===== src/rtl/hiscore_ram_arbiter.sv =====
// Hands the game work-RAM port from the CPU to the hiscore engine once the core is paused.
// Optional pause-wait timeout with abort pulse is built when HS_ARB_TIMEOUT_EN is defined.
module hiscore_ram_arbiter #(
  parameter int AW          = 16,
  parameter int SETTLE_CYC  = 4,
  parameter int TIMEOUT_CYC = 4095
) (
  input  logic          clk_sys,
  input  logic          reset,
  input  logic          hs_req,
  input  logic          hs_stb,
  input  logic          hs_we,
  input  logic [AW-1:0] hs_addr,
  input  logic [7:0]    hs_wdata,
  output logic          hs_gnt,
  output logic          hs_ack,
  output logic [7:0]    hs_rdata,
  output logic          hs_abort,
  input  logic [AW-1:0] cpu_addr,
  input  logic [7:0]    cpu_wdata,
  input  logic          cpu_we,
  output logic [7:0]    cpu_rdata,
  output logic [AW-1:0] ram_addr,
  output logic [7:0]    ram_wdata,
  output logic          ram_we,
  input  logic [7:0]    ram_rdata,
  output logic          pause_req,
  input  logic          pause_ack,
  output logic          busy
);

  typedef enum logic [2:0] {
    IDLE    = 3'd0,
    PWAIT   = 3'd1,
    SETTLE  = 3'd2,
    GRANT   = 3'd3,
    ACCESS  = 3'd4,
    RELEASE = 3'd5
  } state_t;

  state_t        state;
  logic [3:0]    settle_cnt;
  logic          rd_phase;
  logic          acc_we;
  logic [AW-1:0] acc_addr;
  logic [7:0]    acc_wdata;
  logic          we_pulse;

`ifdef HS_ARB_TIMEOUT_EN
  logic [15:0]   tcnt;
  logic          hold;
`endif

  // Handshake: a one-cycle hs_stb is accepted only in GRANT; every accepted
  // strobe yields exactly one hs_ack, strobes seen in any other state are dropped.
  always_ff @(posedge clk_sys or posedge reset) begin
    if (reset) begin
      state      <= IDLE;
      settle_cnt <= '0;
      rd_phase   <= 1'b0;
      acc_we     <= 1'b0;
      acc_addr   <= '0;
      acc_wdata  <= '0;
      we_pulse   <= 1'b0;
      hs_gnt     <= 1'b0;
      hs_ack     <= 1'b0;
      hs_rdata   <= '0;
      pause_req  <= 1'b0;
`ifdef HS_ARB_TIMEOUT_EN
      tcnt       <= '0;
      hold       <= 1'b0;
      hs_abort   <= 1'b0;
`endif
    end else begin
      hs_ack   <= 1'b0;
      we_pulse <= 1'b0;
`ifdef HS_ARB_TIMEOUT_EN
      hs_abort <= 1'b0;
`endif
      case (state)
        IDLE: begin
`ifdef HS_ARB_TIMEOUT_EN
          // After an abort the engine must drop hs_req before it is heard again.
          if (!hs_req) hold <= 1'b0;
          if (hs_req && !hold) begin
            state     <= PWAIT;
            pause_req <= 1'b1;
            tcnt      <= '0;
          end
`else
          if (hs_req) begin
            state     <= PWAIT;
            pause_req <= 1'b1;
          end
`endif
        end
        PWAIT: begin
          if (!hs_req) begin
            state <= RELEASE;
          end else if (pause_ack) begin
            state      <= SETTLE;
            settle_cnt <= 4'(SETTLE_CYC);
          end
`ifdef HS_ARB_TIMEOUT_EN
          else if (tcnt == 16'(TIMEOUT_CYC - 1)) begin
            state    <= RELEASE;
            hs_abort <= 1'b1;
            hold     <= 1'b1;
          end else begin
            tcnt <= tcnt + 16'd1;
          end
`endif
        end
        SETTLE: begin
          if (!pause_ack) begin
            state <= PWAIT;
`ifdef HS_ARB_TIMEOUT_EN
            tcnt  <= '0;
`endif
          end else if (settle_cnt == 4'd0) begin
            state  <= GRANT;
            hs_gnt <= 1'b1;
          end else begin
            settle_cnt <= settle_cnt - 4'd1;
          end
        end
        GRANT: begin
          if (hs_stb) begin
            state     <= ACCESS;
            acc_we    <= hs_we;
            acc_addr  <= hs_addr;
            acc_wdata <= hs_wdata;
            we_pulse  <= hs_we;
            rd_phase  <= 1'b0;
          end else if (!hs_req) begin
            state <= RELEASE;
          end
        end
        ACCESS: begin
          // Reads spend one extra cycle waiting on the synchronous RAM output.
          if (acc_we || rd_phase) begin
            hs_ack <= 1'b1;
            if (!acc_we) hs_rdata <= ram_rdata;
            state <= hs_req ? GRANT : RELEASE;
          end else begin
            rd_phase <= 1'b1;
          end
        end
        RELEASE: begin
          hs_gnt    <= 1'b0;
          pause_req <= 1'b0;
          state     <= IDLE;
        end
        default: begin
          state     <= IDLE;
          hs_gnt    <= 1'b0;
          pause_req <= 1'b0;
        end
      endcase
    end
  end

`ifndef HS_ARB_TIMEOUT_EN
  assign hs_abort = 1'b0;
`endif

  // The CPU owns the port whenever hs_gnt is low, including the cycle it falls.
  assign ram_addr  = hs_gnt ? acc_addr  : cpu_addr;
  assign ram_wdata = hs_gnt ? acc_wdata : cpu_wdata;
  assign ram_we    = hs_gnt ? we_pulse  : cpu_we;
  assign cpu_rdata = ram_rdata;
  assign busy      = (state != IDLE);

endmodule


===== config.mk =====
export PLATFORM = sky130hd
export DESIGN_NAME = hiscore_ram_arbiter
export DESIGN_NICKNAME = d
export VERILOG_FILES = /design/src/rtl/hiscore_ram_arbiter.sv
export SDC_FILE = /design/constraint.sdc
export NUM_CORES = 1
export LEC_CHECK = 0
export CORE_ASPECT_RATIO = 1.4
export CORE_UTILIZATION = 30
export CTS_CLUSTER_SIZE = 10
export DETAILED_ROUTE_END_ITERATION = 10
export PLACE_DENSITY = 0.6
export SYNTH_ARGS = -nofsm -noshare
export SYNTH_HDL_FRONTEND = slang
export SYNTH_SLANG_ARGS = --single-unit

===== constraint.sdc =====
create_clock -name clk_sys -period 4.7 [get_ports clk_sys]
set_input_delay 1.41 -clock clk_sys [delete_from_list [all_inputs] [get_ports clk_sys]]
set_output_delay 1.41 -clock clk_sys [all_outputs]
set_load 0.005 [all_outputs]

[Yosys cells after proc, flatten, opt, wreduce, memory -nomap -nowiden]
Index checks and enable logic that the tools add are counted.
Cells by class
  add/sub/neg operators: 1
  eq/ne operators: 16
  multiplexer cells: 30
  bitwise operators: 3
  reductions and logical operators: 15
Operator list (number)
  $mux W3: 9
  $ne A2 B2 Y1 const B: 9
  $mux W16: 1
  $mux W4: 4
  $pmux W3 S5: 1
  $mux W1: 10
  $reduce_and A5 Y1: 2
  $ne A3 B3 Y1 const B: 3
  $reduce_and A3 Y1: 3
  $mux W8: 1
  $pmux W4 S2: 1
  $reduce_or A4 Y1: 2
  $eq A3 B2 Y1 const B: 2
  $pmux W1 S2: 3
  $logic_not A4 Y1: 1
  $reduce_and A2 Y1: 2
  $reduce_bool A2 Y1: 2
  $sub A4 B1 Y4 const B: 1
  $eq A3 B1 Y1 const B: 1
  $eq A3 B3 Y1 const B: 1
  $logic_not A3 Y1: 1
  $not A1 Y1: 3
  $reduce_bool A3 Y1: 1
  $logic_or A1 B1 Y1: 1
Word-level totals
  register bits: 45
  bits of input ports: 63
  output and inout port bits: 46

[Depth between registers and ports, before layout]
Gate-level depths: netlist of the first run.
  depth after elaboration: 4
  mapped depth: 6

[Worst setup path before layout of the first run]
OpenSTA, ideal clock, no wires.
  path kind: input-to-output
  start: input cpu_addr[0]
  end: output ram_addr[0]
  arrival time: 1.662 ns
  required time: 3.290 ns
  slack: 1.628 ns
  cell stages on the path: 1
  path through: mux2_2
On the way
  cells in the longest elaborated chain, start to end: 1
Ends and longest elaborated chain
  from (decl): RTL line 19  | input logic [AW-1:0] cpu_addr,
  $mux W16: RTL line 168  | assign ram_addr = hs_gnt ? acc_addr : cpu_addr;
  to (decl): RTL line 23  | output logic [AW-1:0] ram_addr,
Every way passes these cells.

[Worst setup path in the final report of the first run]
  start: input cpu_we
  end: output ram_we
On the way
  cells in the longest elaborated chain, start to end: 1
Ends and longest elaborated chain
  from (decl): RTL line 21  | input logic cpu_we,
  $mux W1: RTL line 170  | assign ram_we = hs_gnt ? we_pulse : cpu_we;
  to (decl): RTL line 25  | output logic ram_we,
Every way passes these cells.

==> flow_metrics.tcl, run 1 <==
set metrics [dict create \
    status "finished, final reports clean" \
    synthesis.nets 250 \
    fill_cells 702 \
    crit_arrival_ps 2550 \
    fin_worst_skew_ps 4.82 \
    grt_usage 0.130 \
    dieHeight_um 107 \
    cts_resized 0 \
    ys_ff_latch 45 \
    hold_depth 1 \
    finalSetupViolCount 0 \
    drc 0 \
    hold_class "flip-flop to flip-flop" \
    cp_slowest_stage_delay_ps 460 \
    root_buffer "clkbuf_8" \
    critPathRequiredTime_ps 3290 \
    synth_edf_count 0 \
    vias_per_cell 4.57 \
    ff2ff_setup_slack_ps 2940 \
    worst_slack_ps 745 \
    port-buffer-count 107 \
    cts_buffer_depth 2 \
    vias 1741 \
    grt-ovfl-total 0 \
    hold_viol 0 \
    rows 37 \
    hold_path_end "acc_addr[15]" \
    max_freq_mhz 253 \
    cts_buffers 5 \
    path_max_fanout 1 \
    syn_area_mm2 0.00234 \
    max_cap_violations 0 \
    cts_hold_repair.buffers 0 \
    coreArea_mm2 0.00745 \
    tritoncts "yes" \
    grt_max_degree 46 \
    r2r_cells 3 \
    cp_cell_sequence "clkdlybuf4s50_1, mux2_2, clkdlybuf4s50_1" \
    insertion_delay_ps 300 \
    drt_pre_antenna_iters 4 \
    cp_slowest_cell "clkdlybuf4s50_1" \
    rsz0062_at_grt "no" \
    ir_drop_v 0.000204 \
    tightest_slew_ps 956 \
    p_per_area_mw_per_mm2 506 \
    drt-total-wl_um 5190 \
    synthCells 186 \
    synth_ff_type "dfrtp_1" \
    clock-sinks 45 \
    gp_congestion 0.747 \
    drt_iter0_markers 45 \
    layout-drive-gt1-share 0.250 \
    critPathKind "input port to output port" \
    syn_to_final_growth_pct 49.9 \
    cts_max_level 2 \
    worstHoldStart "acc_addr[15]" \
    path_common_cell "clkdlybuf4s50_1" \
    yosys_warnings 0 \
    clk_transition_reported_paths_ps 80 \
    io_pins 109 \
    end_kind "output port" \
    async_reset_ff_frac 1.00 \
    finalSetupTns_ps 0 \
    synth_cell_types 43 \
    slew_violations 0 \
    period_share 0.842 \
    reg2reg_to "acc_addr[15]" \
    max_slew_margin 0.361 \
    place_ws_ps 739 \
    cts_setup_buffers 0 \
    stdcell_area_mm2 0.00352 \
    grt_pass1_vias 1784 \
    antenna_left 0 \
    rr_startpoint "state[2]" \
    antenna_found_initial 0 \
    critPathLaunchType "input port" \
    place_hpwl_um 3770 \
    wire_per_inst_um 13.6 \
    dieArea_mm2 0.00818 \
    place_area_mm2 0.00342 \
    die_w_um 76.7 \
    p_leak_nw 1.47 \
    avgSynthCellArea_um2 12.6 \
    layout_min_cycle_time_ps 3960 \
    antenna_cells 0 \
    final_nets 347 \
    ys_seq_area_frac 0.480 \
    initial_core_util 0.315 \
    grt_pass1_wl_um 8380 \
]
[kinds of logic (layout without fill, tap and decap cells)]
kind of cell	Yosys count	in the layout	share of synthesized area
muxes	58	58	0.291
adders and majority gates	1	1	0.00534
other	1	1	0.00160
buffers and inverters	23	121	0.0592
AOI/OAI and AO/OA	23	23	0.0656
and+or+nand+nor	35	35	0.0966
DFF	45	45	0.480
[cells in the mapped netlist (all sizes together) (2+ instances only)]
| cell | number | area (um^2) |
|---|---|---|
| mux2 | 58 | 683 |
| nand2 | 6 | 30.0 |
| nor3b | 2 | 15.0 |
| nand3 | 3 | 27.5 |
| inv | 5 | 18.8 |
| nor2 | 9 | 41.3 |
| dfrtp | 45 | 1130 |
| a21oi | 5 | 25.0 |
| nand2b | 2 | 12.5 |
| o21ai | 5 | 25.0 |
| buf | 15 | 109 |
| a21o | 2 | 15.0 |
| a22o | 2 | 17.5 |
| or3b | 2 | 20.0 |
| and2b | 2 | 15.0 |
| nor2b | 2 | 12.5 |
| clkbuf | 3 | 11.3 |
[flip-flops by register name (all words and copies together) (netlist names)]
register and cells:
hs_ack 1, acc_we 1, hs_gnt 1, acc_wdata 8, pause_req 1, settle_cnt 4
hs_rdata 8, we_pulse 1, rd_phase 1, state 3, acc_addr 16
[how the worst max path moves through the flow]
stage	from	endpoint	slack, ps	depth (start not counted)
floorplan	cpu_addr[0]	ram_addr[0]	1630	1
global placement	cpu_we	ram_we	750	3
detailed placement	cpu_we	ram_we	740	3
CTS	cpu_we	ram_we	730	3
global route	cpu_addr[11]	ram_addr[11]	720	3
finish	cpu_we	ram_we	740	3
[report_power, final]
group          internal, mW  switching (mW)  total [mW]  leakage, nW
clock network         0.106           0.135       0.241       0.0481
logic                 0.559           0.246       0.805        0.875
registers             0.572           0.162       0.734        0.542
[worst max-delay path, delay by kind of cell]
| family | cells | cell delay (ps) |
|---|---|---|
| buf+inv | 2 | 870 |
| mux | 1 | 260 |
[cell type report]
type                    count  area (um^2)  area share
repair buffers            108         1080       0.307
multi-input cells         118         1080       0.307
clock buffers               5         68.8      0.0196
well taps                  97          121      0.0345
inverters                   5         18.8     0.00534
clock inverters             3         22.5     0.00641
flip-flops and latches     45         1130       0.320
[placed cells by master, fill, tap and decap left out, types with 2 or more instances in the layout]
master,count
nand3_1,2
and2b_1,2
inv_1,4
mux2_4,8
nand2_1,5
a22o_1,2
nor2_1,8
o21ai_0,5
mux2_2,47
clkinv_4,2
a21oi_1,5
a21o_1,2
clkdlybuf4s50_1,107
nor3b_1,2
clkbuf_8,5
dfrtp_1,45
nand2b_1,2
mux2_1,3
nor2b_1,2
[stage by stage]
| stage | power, mW | hold slack, ps | std cells | utilization |
|---|---|---|---|---|
| final | 1.78 | 493 | 381 | 0.472 |
| after global routing | 1.92 | 529 | 381 | 0.472 |
| after CTS | 1.82 | 502 | 381 | 0.472 |
| after detailed placement | 1.56 | 484 | 373 | 0.459 |
| after global placement | 1.55 | 479 | 373 | 0.459 |
| after floorplan | 1.20 | 459 | 186 | - |
[per-layer routing]
| layer | up-vias | routed length (um) | track usage |
|---|---|---|---|
| li1 | 845 | - | - |
| met1 | 814 | 2140 | 0.152 |
| met2 | 77 | 2580 | 0.224 |
| met3 | 5 | 399 | 0.0366 |
| met4 | 0 | 68 | 0.0536 |
| met5 | - | 0 | 0 |
No activity file was read; power rests on OpenSTA's default activity.
==> run 2: changes to the inputs <==
--- a/config.mk
+++ b/config.mk
@@ -9,7 +9,7 @@
 export CORE_UTILIZATION = 30
 export CTS_CLUSTER_SIZE = 10
 export DETAILED_ROUTE_END_ITERATION = 10
-export PLACE_DENSITY = 0.6
+export PLACE_DENSITY = 0.62
 export SYNTH_ARGS = -nofsm -noshare
 export SYNTH_HDL_FRONTEND = slang
 export SYNTH_SLANG_ARGS = --single-unit
==> constraint.sdc (replaced) <==
create_clock -name clk_sys -period 3.4 [get_ports clk_sys]
set_input_delay 1.02 -clock clk_sys [delete_from_list [all_inputs] [get_ports clk_sys]]
set_output_delay 1.02 -clock clk_sys [all_outputs]
set_load 0.005 [all_outputs]
==> run 2 against run 1 <==
Compared with the run above: core utilization grew 0.25 points; hold slack gained 4.9 ps; critical path depth is the same; flip-flop and latch count is the same; final cell count grew 0.52%; clock power grew 35%; sequential share of layout area shrank 0.17 points; non-clock buffer count grew 2; clock skew grew 0.99 ps; setup slack lost 510 ps; sequential power grew 36%; count of clock-buffer cells in the layout grew 1; critical path type unchanged; critical endpoint is now ram_wdata[2]; largest power group unchanged.
==> flow_metrics.tcl, run 2 (same netlist as run 1, synthesis figures left out) <==
set metrics [dict create \
    cts_resized 0 \
    critPathRequiredTime_ps 2380 \
    worstHoldStart "acc_addr[15]" \
    final_nets 349 \
    path_common_cell "clkdlybuf4s50_1" \
    startpoint "cpu_wdata[2]" \
    finalSetupTns_ps 0 \
    initial_core_util 0.315 \
    cp_slowest_stage_delay_ps 460 \
    rr_startpoint "state[2]" \
    reg2reg_to "acc_wdata[3]" \
    timing.hold.ws_ps 498 \
    antenna_left 0 \
    cts_max_level 2 \
    vias 1781 \
    hold_depth 1 \
    top_regs "acc_addr (16), acc_wdata (8), hs_rdata (8)" \
    root_buffer "clkbuf_8" \
    insertion_delay_ps 300 \
    p_leak_nw 1.48 \
    coreArea_mm2 0.00745 \
    final_common_cell "clkdlybuf4s50_1" \
    cts_hold_repair.buffers 0 \
    port-buffer-count 107 \
    drt_pre_antenna_iters 2 \
    vias_per_cell 4.65 \
    end_kind "output port" \
    clock-sinks 45 \
    placed_cells 375 \
    tightest_slew_ps 573 \
    ir_drop_v 0.000328 \
    tritoncts "yes" \
    antenna_found_initial 0 \
    wire_per_inst_um 13.7 \
    finalSetupViolCount 0 \
    drc 0 \
    cts_setup_buffers 0 \
    max_slew_margin 0.618 \
    antenna_cells 0 \
    hold_class "flip-flop to flip-flop" \
    fill_cells 684 \
    fin_worst_skew_ps 5.81 \
    largest_reg_flops 16 \
    cp_cell_sequence "clkdlybuf4s50_1, mux2_2, clkdlybuf4s50_1" \
    critPathKind "input port to output port" \
    dieArea_mm2 0.00818 \
    grt_usage 0.129 \
    grt_max_degree 46 \
    cts_buffers 5 \
    final_cell_mix "clkdlybuf4s50_1, mux2_2, dfrtp_1" \
    crit_arrival_ps 2150 \
    io_pins 109 \
    status "finished, final reports clean" \
    dieHeight_um 107 \
    fin_cells 383 \
    r2r_cells 3 \
    drt-total-wl_um 5250 \
    grt-ovfl-total 0 \
    period_share 0.931 \
    hold_path_end "acc_addr[15]" \
    layout-drive-gt1-share 0.252 \
    max_cap_violations 0 \
    ff2ff_setup_slack_ps 1620 \
    gp_congestion 0.752 \
    grt_pass1_vias 1732 \
    clk_transition_reported_paths_ps 90 \
    critPathLaunchType "input port" \
    max_freq_mhz 316 \
    rsz0062_at_grt "no" \
    place_hpwl_um 3720 \
    grt_pass1_wl_um 8280 \
    rows 37 \
    die_w_um 76.7 \
    p_per_area_mw_per_mm2 702 \
    top_register "acc_addr" \
    path_max_fanout 1 \
    hold_viol 0 \
    drt_iter0_markers 33 \
    syn_to_final_growth_pct 50.7 \
    layout_min_cycle_time_ps 3170 \
    slew_violations 0 \
    final_util 0.474 \
    cp_slowest_cell "clkdlybuf4s50_1" \
    cts_buffer_depth 2 \
]
## run 2: cell count changes in the layout (fill, tap and decap cells not counted)
cell      delta
clkbuf_1     +1
clkinv_2     +1
clkinv_4     -2
buf_4        +1
buf_12       +1
## run 2: worst max-delay path: cells and delay by family
kind | cells | cell delay [ps]
buffers and inverters | 2 | 860
muxes | 1 | 260
## run 2: through the flow
stage / total power, mW / worst slack, ps / cell area, um^2
2_1_floorplan: 1.66 / 1110 / 2340
3_3_place_gp: 2.16 / 239 / 3450
3_5_place_dp: 2.18 / 242 / 3450
4_1_cts: 2.52 / 228 / 3530
5_1_grt: 2.67 / 196 / 3530
6_report: 2.48 / 234 / 3530
## run 2: worst max-delay path by stage
stage	endpoint	slack, ps
5_1_grt	ram_addr[14]	200
4_1_cts	ram_wdata[2]	230
3_3_place_gp	ram_wdata[2]	240
2_1_floorplan	ram_addr[0]	1110
3_5_place_dp	ram_wdata[2]	240
6_report	ram_wdata[2]	230
## run 2: final cells by class
type,instances,area (um^2),share of cell area
Inverter,5,18.8,0.00531
Clock buffer,6,72.6,0.0205
Sequential cell,45,1130,0.319
Timing Repair Buffer,110,1110,0.313
Clock inverter,2,10.0,0.00283
Multi-Input combinational cell,118,1080,0.305
Tap cell,97,121,0.0343
## run 2: power breakdown
group          internal (mW)  total (mW)  switching, mW
registers              0.791        1.00          0.208
logic                  0.793        1.16          0.364
clock network          0.143       0.325          0.182
total                   1.73        2.48          0.755
## run 2: per-layer routing
metal  global-route usage  routed length, um
met1                0.156               2170
met5                    0                  0
met3               0.0477                485
met2                0.211               2540
met4               0.0398                 55
==> run 3: changes to the inputs <==
--- a/config.mk
+++ b/config.mk
@@ -9,7 +9,7 @@
 export CORE_UTILIZATION = 30
 export CTS_CLUSTER_SIZE = 10
 export DETAILED_ROUTE_END_ITERATION = 10
-export PLACE_DENSITY = 0.62
+export PLACE_DENSITY = 0.6
 export SYNTH_ARGS = -nofsm -noshare
 export SYNTH_HDL_FRONTEND = slang
 export SYNTH_SLANG_ARGS = --single-unit
==> constraint.sdc (replaced) <==
create_clock -name clk_sys -period 3.45 [get_ports clk_sys]
set_input_delay 1.035 -clock clk_sys [delete_from_list [all_inputs] [get_ports clk_sys]]
set_output_delay 1.035 -clock clk_sys [all_outputs]
set_load 0.005 [all_outputs]
==> run 3 against run 2 <==
Compared with the run above: first-iteration DRC count increased by 61%; non-clock buffer count grew 1; power decreased by 1.6%; critical path depth stayed put; highest routed layer unchanged; flip-flop and latch count did not move; critical path type unchanged.
==> flow_metrics.tcl, run 3 (same netlist as run 1, synthesis figures left out) <==
set metrics [dict create \
    status "finished, final reports clean" \
    finalSetupTns_ps 0 \
    insertion_delay_ps 290 \
    path_max_fanout 1 \
    gp_congestion 0.736 \
    drt_iter0_markers 53 \
    switching_share 0.304 \
    cp_slowest_stage_delay_ps 470 \
    cts_buffer_depth 2 \
    internal_power_mw 1.70 \
    cts_resized 0 \
    cp_slowest_cell "clkdlybuf4s50_1" \
    ir_drop_v 0.000317 \
    power_frac_seq 0.390 \
    die_w_um 76.7 \
    place_hpwl_um 3740 \
    drc 0 \
    critPathRequiredTime_ps 2410 \
    port-buffer-count 107 \
    dieHeight_um 107 \
    timing.hold.ws_ps 493 \
    antenna_left 0 \
    ff2ff_setup_slack_ps 1700 \
    vias 1752 \
    crit_arrival_ps 2160 \
    tritoncts "yes" \
    clock-sinks 45 \
    grt_pass1_wl_um 8510 \
    top_register "acc_addr" \
    grt_pass1_vias 1792 \
    p_switching_uw 744 \
    max_slew_margin 0.618 \
    largest_reg_flops 16 \
    critPathKind "input port to output port" \
    clk_transition_reported_paths_ps 80 \
    coreArea_mm2 0.00745 \
    p_per_area_mw_per_mm2 691 \
    layout_min_cycle_time_ps 3190 \
    finalSetupViolCount 0 \
    rows 37 \
    io_pins 109 \
    hold_class "flip-flop to flip-flop" \
    max_cap_violations 0 \
    tightest_slew_ps 573 \
    cp_cell_sequence "clkdlybuf4s50_1, mux2_2, clkdlybuf4s50_1" \
    root_buffer "clkbuf_8" \
    grt_usage 0.130 \
    slew_violations 0 \
    final_cell_mix "clkdlybuf4s50_1, mux2_2, dfrtp_1" \
    fill_cells 712 \
    dieArea_mm2 0.00818 \
    vias_per_cell 4.56 \
    hold_viol 0 \
    final_common_cell "clkdlybuf4s50_1" \
    period_share 0.926 \
    antenna_found_initial 0 \
    drt_pre_antenna_iters 4 \
    p_clk_frac 0.134 \
    cpLargestDelayFamily "buffers and inverters" \
    cts_setup_buffers 0 \
    grt_max_degree 46 \
    layout-drive-gt1-share 0.258 \
    top_regs "acc_addr (16), acc_wdata (8), hs_rdata (8)" \
    syn_to_final_growth_pct 50.9 \
    initial_core_util 0.315 \
    comb_power_share 0.476 \
    end_kind "output port" \
    wire_per_inst_um 13.5 \
    fin_worst_skew_ps 4.52 \
    path_common_cell "clkdlybuf4s50_1" \
    cts_max_level 2 \
    critPathLaunchType "input port" \
    grt-ovfl-total 0 \
    cts_hold_repair.buffers 0 \
    cts_buffers 5 \
    p_leak_nw 1.48 \
    final_nets 350 \
    rsz0062_at_grt "no" \
    drt-total-wl_um 5170 \
    max_freq_mhz 313 \
    antenna_cells 0 \
    crit_buf_inv 2 \
]
==> run 3: metal layers <==
metal,track usage,wire length [um],vias to the layer above
met5,0,0,-
met2,0.217,2550,79
met3,0.0400,376,2
met1,0.157,2210,819
li1,-,-,852
met4,0.0426,35,0
==> run 3: power by group through the flow <==
stage                     Sequential, mW  Clock (mW)  Combinational, mW
after detailed placement           0.961           0               1.18
after global placement             0.961           0               1.17
after global routing               0.993       0.368               1.28
after CTS                          0.955       0.347               1.19
after floorplan                    0.909           0              0.730
final                              0.953       0.328               1.16
==> run 3: cell type report <==
| type | count | area [um^2] | share of cell area |
|---|---|---|---|
| clock buffers | 5 | 68.8 | 0.0194 |
| clock inverters | 3 | 22.5 | 0.00636 |
| inverters | 5 | 18.8 | 0.00530 |
| multi-input cells | 118 | 1080 | 0.305 |
| flip-flops and latches | 45 | 1130 | 0.318 |
| well taps | 97 | 121 | 0.0343 |
| repair buffers | 111 | 1100 | 0.311 |
==> run 3: worst reg2reg max path, delay by kind of cell, from the launching register on <==
family,cells,cell delay (ps)
flip-flops,1,510
multiplexers,1,440
AND/OR/NAND/NOR,2,680
==> run 3: final timing paths <==
check / from / to / cells after the start
max: cpu_we / ram_we / 3
min: acc_addr[15] / acc_addr[15] / 1
max reg2reg: state[2] / acc_wdata[3] / 3
min reg2reg: acc_addr[15] / acc_addr[15] / 1
max in group asynchronous: reset / acc_addr[3] / 3
min in group asynchronous: reset / hs_rdata[6] / 3
==> run 3: per-stage QoR <==
step	area, um^2	setup slack [ps]	utilization	std cells	total power, mW
after floorplan	2340	1130	-	186	1.64
after global placement	3450	248	0.462	376	2.13
after detailed placement	3450	241	0.462	376	2.14
after CTS	3540	235	0.475	384	2.49
after global routing	3540	209	0.475	384	2.64
final	3540	255	0.475	384	2.44
